`src/rtl/mem_bus_xbar.sv`:
```
// Memory-bus crossbar: per-master address decode, per-slave round-robin grant with
// locking, unmapped-address error responses and a per-transaction slave timeout.

module mem_bus_xbar_slv #(
  parameter int NUM_MASTERS    = 2,
  parameter int ADDR_WIDTH     = 32,
  parameter int DATA_WIDTH     = 32,
  parameter int TIMEOUT_CYCLES = 255
) (
  input  logic                                            clk,
  input  logic                                            rst,
  input  logic [NUM_MASTERS-1:0]                          req_i,
  input  logic [NUM_MASTERS-1:0]                          m_valid_i,
  input  logic [NUM_MASTERS-1:0][ADDR_WIDTH-1:0]          m_addr_i,
  input  logic [NUM_MASTERS-1:0][DATA_WIDTH-1:0]          m_wdata_i,
  input  logic [NUM_MASTERS-1:0][DATA_WIDTH/8-1:0]        m_we_i,
  output logic                                            s_valid_o,
  output logic [ADDR_WIDTH-1:0]                           s_addr_o,
  output logic [DATA_WIDTH-1:0]                           s_wdata_o,
  output logic [DATA_WIDTH/8-1:0]                         s_we_o,
  input  logic                                            s_ready_i,
  output logic [NUM_MASTERS-1:0]                          done_o,
  output logic [NUM_MASTERS-1:0]                          err_o
);
  localparam int MIW = (NUM_MASTERS > 1) ? $clog2(NUM_MASTERS) : 1;
  localparam int CW  = (TIMEOUT_CYCLES > 0) ? $clog2(TIMEOUT_CYCLES + 1) : 1;

  typedef enum logic {IDLE, BUSY} state_e;

  state_e           state_q, state_d;
  logic [MIW-1:0]   grant_q, grant_d, rr_q, rr_d, pick;
  logic [CW-1:0]    cnt_q, cnt_d;
  logic             found, busy, tmo, fin;

  // First requester at or after rr_q, wrapping around.
  always_comb begin
    int idx;
    idx   = 0;
    pick  = '0;
    found = 1'b0;
    for (int k = 0; k < NUM_MASTERS; k++) begin
      idx = (int'(rr_q) + k) % NUM_MASTERS;
      if (!found && req_i[idx[MIW-1:0]]) begin
        found = 1'b1;
        pick  = idx[MIW-1:0];
      end
    end
  end

  assign busy = (state_q == BUSY);
  assign tmo  = (TIMEOUT_CYCLES != 0) && busy && (cnt_q == CW'(TIMEOUT_CYCLES));
  assign fin  = busy && (s_ready_i || tmo);

  always_comb begin
    state_d = state_q;
    grant_d = grant_q;
    rr_d    = rr_q;
    cnt_d   = cnt_q;
    case (state_q)
      IDLE: begin
        if (found) begin
          state_d = BUSY;
          grant_d = pick;
          cnt_d   = '0;
        end
      end
      BUSY: begin
        if (fin) begin
          state_d = IDLE;
          rr_d    = (grant_q == MIW'(NUM_MASTERS - 1)) ? '0 : grant_q + 1'b1;
        end else if (TIMEOUT_CYCLES != 0) begin
          cnt_d = cnt_q + 1'b1;
        end
      end
      default: state_d = IDLE;
    endcase
  end

  always_comb begin
    s_valid_o = busy && m_valid_i[grant_q] && !tmo;
    s_addr_o  = busy ? m_addr_i[grant_q]  : '0;
    s_wdata_o = busy ? m_wdata_i[grant_q] : '0;
    s_we_o    = busy ? m_we_i[grant_q]    : '0;
    done_o    = '0;
    err_o     = '0;
    if (fin) begin
      done_o[grant_q] = 1'b1;
      // a ready coinciding with expiry still counts as a normal completion
      err_o[grant_q]  = !s_ready_i;
    end
  end

  always_ff @(posedge clk) begin
    if (rst) begin
      state_q <= IDLE;
      grant_q <= '0;
      rr_q    <= '0;
      cnt_q   <= '0;
    end else begin
      state_q <= state_d;
      grant_q <= grant_d;
      rr_q    <= rr_d;
      cnt_q   <= cnt_d;
    end
  end
endmodule

module mem_bus_xbar #(
  parameter int NUM_MASTERS    = 2,
  parameter int NUM_SLAVES     = 4,
  parameter int ADDR_WIDTH     = 32,
  parameter int DATA_WIDTH     = 32,
  parameter logic [NUM_SLAVES*ADDR_WIDTH-1:0] SLAVE_BASE = {NUM_SLAVES{32'h0}},
  parameter logic [NUM_SLAVES*ADDR_WIDTH-1:0] SLAVE_MASK = {NUM_SLAVES{32'h0}},
  parameter int TIMEOUT_CYCLES = 255
) (
  input  logic                              clk,
  input  logic                              rst,
  input  logic [NUM_MASTERS-1:0]            m_valid_i,
  output logic [NUM_MASTERS-1:0]            m_ready_o,
  output logic [NUM_MASTERS-1:0]            m_err_o,
  input  logic [NUM_MASTERS*ADDR_WIDTH-1:0] m_addr_i,
  input  logic [NUM_MASTERS*DATA_WIDTH-1:0] m_wdata_i,
  input  logic [NUM_MASTERS*DATA_WIDTH/8-1:0] m_we_i,
  output logic [NUM_MASTERS*DATA_WIDTH-1:0] m_rdata_o,
  output logic [NUM_SLAVES-1:0]             s_valid_o,
  input  logic [NUM_SLAVES-1:0]             s_ready_i,
  output logic [NUM_SLAVES*ADDR_WIDTH-1:0]  s_addr_o,
  output logic [NUM_SLAVES*DATA_WIDTH-1:0]  s_wdata_o,
  output logic [NUM_SLAVES*DATA_WIDTH/8-1:0] s_we_o,
  input  logic [NUM_SLAVES*DATA_WIDTH-1:0]  s_rdata_i
);
  localparam int SW = DATA_WIDTH / 8;
  localparam logic [NUM_SLAVES-1:0][ADDR_WIDTH-1:0] BASE = SLAVE_BASE;
  localparam logic [NUM_SLAVES-1:0][ADDR_WIDTH-1:0] MASK = SLAVE_MASK;

  logic [NUM_MASTERS-1:0][ADDR_WIDTH-1:0] m_addr;
  logic [NUM_MASTERS-1:0][DATA_WIDTH-1:0] m_wdata, m_rdata;
  logic [NUM_MASTERS-1:0][SW-1:0]         m_we;
  logic [NUM_SLAVES-1:0][ADDR_WIDTH-1:0]  s_addr;
  logic [NUM_SLAVES-1:0][DATA_WIDTH-1:0]  s_wdata, s_rdata;
  logic [NUM_SLAVES-1:0][SW-1:0]          s_we;
  logic [NUM_SLAVES-1:0][NUM_MASTERS-1:0] req, done, serr;
  logic [NUM_MASTERS-1:0]                 mapped, err_q, err_d;

  assign m_addr    = m_addr_i;
  assign m_wdata   = m_wdata_i;
  assign m_we      = m_we_i;
  assign s_rdata   = s_rdata_i;
  assign s_addr_o  = s_addr;
  assign s_wdata_o = s_wdata;
  assign s_we_o    = s_we;
  assign m_rdata_o = m_rdata;

  // Lowest-index matching slave wins; req is indexed [slave][master].
  always_comb begin
    req    = '0;
    mapped = '0;
    for (int m = 0; m < NUM_MASTERS; m++) begin
      for (int s = 0; s < NUM_SLAVES; s++) begin
        if (!mapped[m] && ((m_addr[m] & MASK[s]) == BASE[s])) begin
          mapped[m] = 1'b1;
          req[s][m] = m_valid_i[m];
        end
      end
    end
  end

  assign err_d = m_valid_i & ~mapped & ~err_q;

  always_ff @(posedge clk) begin
    if (rst) err_q <= '0;
    else     err_q <= err_d;
  end

  for (genvar s = 0; s < NUM_SLAVES; s++) begin : g_slv
    mem_bus_xbar_slv #(
      .NUM_MASTERS(NUM_MASTERS), .ADDR_WIDTH(ADDR_WIDTH),
      .DATA_WIDTH(DATA_WIDTH), .TIMEOUT_CYCLES(TIMEOUT_CYCLES)
    ) u_slv (
      .clk(clk), .rst(rst), .req_i(req[s]), .m_valid_i(m_valid_i),
      .m_addr_i(m_addr), .m_wdata_i(m_wdata), .m_we_i(m_we),
      .s_valid_o(s_valid_o[s]), .s_addr_o(s_addr[s]), .s_wdata_o(s_wdata[s]),
      .s_we_o(s_we[s]), .s_ready_i(s_ready_i[s]), .done_o(done[s]), .err_o(serr[s])
    );
  end

  // A master is served by at most one source per cycle, so plain OR-merge is safe.
  always_comb begin
    m_ready_o = err_q;
    m_err_o   = err_q;
    m_rdata   = '0;
    for (int s = 0; s < NUM_SLAVES; s++) begin
      for (int m = 0; m < NUM_MASTERS; m++) begin
        if (done[s][m]) begin
          m_ready_o[m] = 1'b1;
          m_err_o[m]   = m_err_o[m] | serr[s][m];
          if (!serr[s][m]) m_rdata[m] = s_rdata[s];
        end
      end
    end
    if (rst) begin
      m_ready_o = '0;
      m_err_o   = '0;
      m_rdata   = '0;
    end
  end
endmodule

```
`config.mk`:
```
export PLATFORM = sky130hd
export DESIGN_NAME = mem_bus_xbar
export DESIGN_NICKNAME = d
export VERILOG_FILES = /design/src/rtl/mem_bus_xbar.sv
export SDC_FILE = /design/constraint.sdc
export NUM_CORES = 1
export LEC_CHECK = 0
export BUFFER_PORTS_ARGS = -buffer_cell sky130_fd_sc_hd__buf_2
export CAP_MARGIN = 20
export CORE_AREA = 5 5 239 241
export DETAILED_ROUTE_END_ITERATION = 12
export DIE_AREA = 0 0 244 246
export HOLD_SLACK_MARGIN = 0.03
export PLACE_DENSITY_LB_ADDON = 0.25
export SLEW_MARGIN = 30
export SYNTH_ARGS = -nofsm -noshare
export SYNTH_HDL_FRONTEND = slang
export SYNTH_SLANG_ARGS = --single-unit
export TNS_END_PERCENT = 20
```
`constraint.sdc`:
```
create_clock -name clk -period 1.9 [get_ports clk]
set_clock_uncertainty 0.15 [all_clocks]
set_input_delay 0.38 -clock clk [delete_from_list [all_inputs] [get_ports clk]]
set_output_delay 0.38 -clock clk [all_outputs]
set_load 0.1 [all_outputs]
```
# == Word-level counts from Yosys, hierarchy flattened ==
# Cells that the tools add are included.
# op_classes
eq_ne,12
order_cmp,16
n_reduce_logical,52
bitwise,14
n_mux,149
n_addsub,12
# op_table
operator,count
32-bit two-way mux,40
1-bit two-way mux,66
64-bit two-way mux,1
8-bit two-way mux,8
8-bit one-hot mux with 2 select lines,4
4-bit two-way mux,12
8-bit by 1-bit adder with 8-bit output (second input constant),4
8-bit equality test (second input constant),4
1-bit logical AND,24
1-bit by 2-bit less-than comparator with 1-bit output (second input constant),12
2-bit AND reduction,12
2-bit two-way mux,10
1-bit logical NOT,12
1-bit adder (second input constant),8
2-bit bitwise AND,4
2-bit by 1-bit inequality test with 1-bit output (second input constant),4
2-bit inequality test (second input constant),4
1-bit one-hot mux with 2 select lines,4
1-bit OR,6
1-bit demux with 1-bit select,4
1-bit >= comparator (second input constant),4
1-bit logical OR,4
1-bit inverter,4
# totals
elab_cells,271
output_inout_bits,344
regBits,44

# == Depth between registers and ports, before layout ==
# logic_depth
depth_word,15
ltp_mapped,7
depth_no_buf,5

# == Cells and area by module ==
# From an unflattened synthesis, not the netlist that was laid out.
# unflattened
hier_cells,1313
hier_area_um2,9407.8
# modules_own_cells
module,instances,seq_area_each_um2,cells_per_inst,area_per_inst_um2
mem_bus_xbar_slv (g_slv[0].u_slv ...),3,220.2,228,1656.6
mem_bus_xbar,1,0.0,406,2842.7
mem_bus_xbar_slv (g_slv[3].u_slv),1,220.2,223,1595.3

# == Worst setup path before layout ==
# No wires, ideal clock.
# synth_timing
kind,register to output
startpoint,reg g_slv[0].u_slv.grant_q
endpoint,out m_ready_o[0]
required_ns,1.370
path_buffers,3
stages_incl_launch_ff,6
setup_slack_ns,-1.826
arrival_time_ns,3.196
path_cell_list,dfxtp_1 buf_2 nand2b_1 clkbuf_1 clkbuf_1 o311ai_1
# synth_via
elab_chain_cells,10
elab_cells_between_ends,11
# synth_rtl
item,line,source
"start, declared",31,"logic [MIW-1:0] grant_q, grant_d, rr_q, rr_d, pick;"
"start signal, assigned",101,grant_q <= grant_d;
1-bit by 2-bit less-than comparator with 1-bit output (not written as such) or 1-bit >= comparator (tied branches),87,done_o[grant_q] = 1'b1;
1-bit logical AND (not written as such),87,
1-bit two-way mux (not written as such),87,
1-bit demux with 1-bit select *,n/a,
2-bit two-way mux *,86,if (fin) begin
1-bit two-way mux * (4 in a row),195,if (done[s][m]) begin
2-bit two-way mux *,202,if (rst) begin
"end, declared",120,"output logic [NUM_MASTERS-1:0] m_ready_o,"
# Every way passes the cells marked *; elsewhere a longest branch is shown, timed or not.

# == Worst setup path in the final report ==
# layout_timing
startpoint,reg g_slv[0].u_slv.cnt_q[1]
endpoint,out m_err_o[1]
# layout_via
elab_chain_cells,13
elab_cells_between_ends,14
# layout_rtl
item,line,source
"start, declared",32,"logic [CW-1:0] cnt_q, cnt_d;"
"start signal, assigned",103,cnt_q <= cnt_d;
8-bit equality test *,51,assign tmo = (TIMEOUT_CYCLES != 0) && busy && (cnt_q == CW'(TIMEOUT_CYCLES));
1-bit logical AND *,51,
1-bit logical OR *,52,assign fin = busy && (s_ready_i || tmo);
1-bit logical AND *,52,
2-bit two-way mux,86,
1-bit two-way mux *,195,
1-bit OR,197,m_err_o[m] = m_err_o[m] | serr[s][m];
1-bit two-way mux *,195,
1-bit OR,197,
1-bit two-way mux *,195,
1-bit OR,197,
1-bit two-way mux *,195,
2-bit two-way mux *,202,
"end, declared",121,"output logic [NUM_MASTERS-1:0] m_err_o,"
# Marks and branches as above.

==> impl_metrics.yaml <==
worst_setup_path:
  worstReg2RegEnd: "g_slv[0].u_slv.cnt_q[6]"
  r2r_setup_slack_ns: 0.05
  required_ns: 1.37
  worstSetupPathType: "reg -> out"
  ff2ff_path_depth: 8
  cp_slowest_stage_delay_ns: 0.45
  worstPathMaxFanout: 11
  worstPathCellList: "ha_4, and3_4, a21oi_4, or3_4, buf_16, nor2_4, buf_12"
  arrival_ns: 2.01
  endpoint_kind: "primary output"
  start_kind: "flip-flop"
  cp_slowest_cell: "or3_4"
  critical_path.reg2reg.startpoint: "g_slv[0].u_slv.cnt_q[1]"
routing:
  num_vias: 9539
  drc: 0
  viasPerCell: 4.090
  drt_iter0_markers: 333
  postRouteAntennaNets: 0
  first_pass_iters: 4
  wl_per_cell_um: 22.15
  drt-total-wl_um: 51660
worst_hold_path:
  min_path_type: "in -> reg"
  holdPathEnd: "g_slv[0].u_slv.grant_q"
  hold_depth: 3
  worstHoldStart: "m_valid_i[1]"
clocking:
  hold_buffers: 0
  cts_root_buf: "clkbuf_16"
  cts_sinks: 38
  clock_latency_ns: 0.28
  clk_pin_slew_ns: 0.06
  cts_tree: "yes"
  clockBufferDepth: 2
  numCtsBuffers: 5
  h-tree-depth: 2
power_and_ir_drop:
  leakagePower_nw: 7.292
  total_power_mw: 4.675
  power.density_nw_per_um2: 257.1
  worst_ir_drop_vdd_v: 0.0002497
outcome:
  outcome: "complete, but fails checks"
  violations: "negative setup slack"
placed_design:
  gp_congestion: 0.9086
  hpwl_um: 44320
  place.port_buffers: 615
  dpl.cell_count: 2294
synth:
  syn-cell-area_um2: 5812
  synth_mux_area_frac: 0.1240
  async_reset_ff_frac: 0
  synth_adder_area_share: 0.008611
  synth_cells: 904
  yosys.area_share.simple: 0.5001
  synth_area_per_cell_um2: 6.429
  synth-xor-area-share: 0.02110
  yosys_most_used_dff: "dfxtp_1"
  syn_nets: 1180
  synth.yosys.seq_area_share: 0.1309
  synth-compound-area-share: 0.1434
  yosys_warnings: 0
  synth_top_family_by_area: "simple AND/OR/NAND/NOR gates"
  ys_ff_latch: 38
  netlist-cell-type-count: 52
  synth-edff-count: 0
cells_and_area:
  layout.nets: 1899
  finalNonFillerCells: 2332
  syn2layout_area_growth_pct: 212.8
  final_layout_size_suffix_gt1_frac: 0.6539
timing:
  tns_ns: -68.34
  slew_headroom: 0.6562
  worst_pin_slew_ns: 0.5027
  finalCriticalPeriod_ns: 2.540
  report.final.setup_viol: 337
  fmaxAchievable_mhz: 393.7
  slew_violations: 0
  rsz0062_at_grt: "yes"
  timing.final.ws_setup_ns: -0.6399
  period_share: 1.337
  hold_viol: 0
die:
  core_area_um2: 54660
  num_io_pins: 616
  num_rows: 86
  start_util: 0.1063
  die_x_um: 244
  dieArea_um2: 60020
  die_height_um: 246
grt:
  gr-total-overflow: 0
  grt_pass1_vias: 9905
  grt_start_max_net_pins: 70
  grt_pass1_wl_um: 72610
  grt.total_usage: 0.1610
  antenna_found_initial: 20
run:
  drv_cap: 0
stage by stage:
step / utilization / setup WS (ns) / hold slack [ns] / area (um^2)
floorplan: - / -0.6502 / 0.3017 / 7148
global route: 0.3324 / -0.7125 / 0.2945 / 18170
CTS: 0.3278 / -0.6869 / 0.2697 / 17920
detailed placement: 0.3137 / -0.3971 / 0.3315 / 17150
finish: 0.3326 / -0.6399 / 0.2690 / 18180
global placement: 0.3137 / -0.3988 / 0.3149 / 17150
synth_stat cells, drive strengths merged, types with 2 or more instances:
| cell type | instances | area share |
|---|---|---|
| a41oi | 2 | 0.0030 |
| nand3 | 41 | 0.035 |
| o21ai | 8 | 0.0069 |
| nor2 | 129 | 0.095 |
| mux2i | 72 | 0.12 |
| nor3 | 35 | 0.030 |
| nand4 | 7 | 0.0075 |
| buf | 24 | 0.025 |
| o31ai | 7 | 0.0090 |
| or4 | 3 | 0.0039 |
| o21bai | 2 | 0.0026 |
| nor2b | 3 | 0.0032 |
| or3 | 3 | 0.0032 |
| xnor2 | 5 | 0.0075 |
| o211ai | 10 | 0.013 |
| and2 | 207 | 0.22 |
| o41ai | 2 | 0.0030 |
| xor2 | 9 | 0.014 |
| and4 | 3 | 0.0050 |
| a2111oi | 2 | 0.0030 |
| inv | 6 | 0.0039 |
| clkbuf | 66 | 0.043 |
| ha | 4 | 0.0086 |
| and3 | 6 | 0.0073 |
| nand2 | 111 | 0.072 |
| and2b | 2 | 0.0026 |
| or2 | 3 | 0.0032 |
| o311ai | 3 | 0.0045 |
| dfxtp | 38 | 0.13 |
| a211oi | 3 | 0.0039 |
| nand2b | 3 | 0.0032 |
| a21oi | 44 | 0.039 |
| o221ai | 32 | 0.048 |
critical path, delay by kind of cell, from the launching register on:
| family | cells | cell delay [ns] |
|---|---|---|
| AND/OR/NAND/NOR | 3 | 0.79 |
| adder cells (fa/ha/maj) | 1 | 0.14 |
| flip-flops | 1 | 0.36 |
| buffers and inverters | 2 | 0.38 |
| AO/OA/AOI/OAI | 1 | 0.05 |
layout by cell type, fill, tap and decap left out, drive strengths merged, types with 2 or more instances in the layout:
master / instances
buf: 800
and2: 208
nor2: 129
nand2: 111
mux2i: 72
a21oi: 44
nand3: 41
dfxtp: 38
nor3: 35
o221ai: 32
o211ai: 10
xor2: 9
clkbuf: 8
o21ai: 8
nand4: 7
o31ai: 7
inv: 6
and3: 6
xnor2: 5
diode: 4
ha: 4
nor2b: 3
or4: 3
or2: 3
and4: 3
nand2b: 3
a211oi: 3
or3: 3
o311ai: 3
and2b: 2
o21bai: 2
a41oi: 2
o41ai: 2
a2111oi: 2
cell type report:
cell class | count | area, um^2
sequential | 38 | 778.2
clock buffer | 7 | 142.6
timing repair buffer | 801 | 10240
clock inverter | 1 | 5.005
inverter | 6 | 22.52
antenna | 4 | 10.01
multi-input combinational | 771 | 6096
fill | 5560 | 36480
tap | 704 | 880.8
metal layers:
layer	routed length (um)	track usage	vias to the layer above
met1	17980	0.1698	4499
met4	1074	0.02672	14
li1	-	-	4517
met5	92	0	-
met3	3618	0.03916	65
met2	28890	0.3255	444
how the worst max path moves through the flow:
stage | from | end | slack (ns) | cells past startpoint
after CTS | g_slv[0].u_slv.cnt_q[1] | m_err_o[1] | -0.69 | 7
after floorplan | g_slv[0].u_slv.grant_q | s_addr_o[11] | -0.65 | 4
after global placement | s_ready_i[0] | m_rdata_o[3] | -0.40 | 8
after detailed placement | s_ready_i[0] | m_rdata_o[3] | -0.40 | 8
after global routing | g_slv[0].u_slv.cnt_q[1] | m_rdata_o[63] | -0.71 | 7
final | g_slv[0].u_slv.cnt_q[1] | m_err_o[1] | -0.64 | 7
registers in the layout (all words and copies together) (netlist names):
| name | cells |
|---|---|
| g_slv.u_slv.busy | 4 |
| g_slv.u_slv.cnt_q | 32 |
| g_slv.u_slv.grant_q | 1 |
| g_slv.u_slv.rr_q | 1 |
cell families (layout without fill, tap and decap cells):
family	after synthesis	after routing
AND/OR/NAND/NOR	560	561
buffers and inverters	96	815
multiplexers	72	72
flip-flops	38	38
AO/OA/AOI/OAI	120	120
adder cells (fa/ha/maj)	4	4
XOR/XNOR	14	14
other	0	4
report_power, final:
part	internal [mW]	total, mW	switching, mW
combinational	1.17	3.02	1.85
sequential	0.802	0.809	0.00661
clock	0.520	0.842	0.322
what timing repair did:
item,CTS,global route
buffers inserted,13,6
endpoints found under the setup margin,344,345
cloned,7,1
gates resized for setup,89,66
pin swaps,96,38
Power figures use the tool's default switching activity.
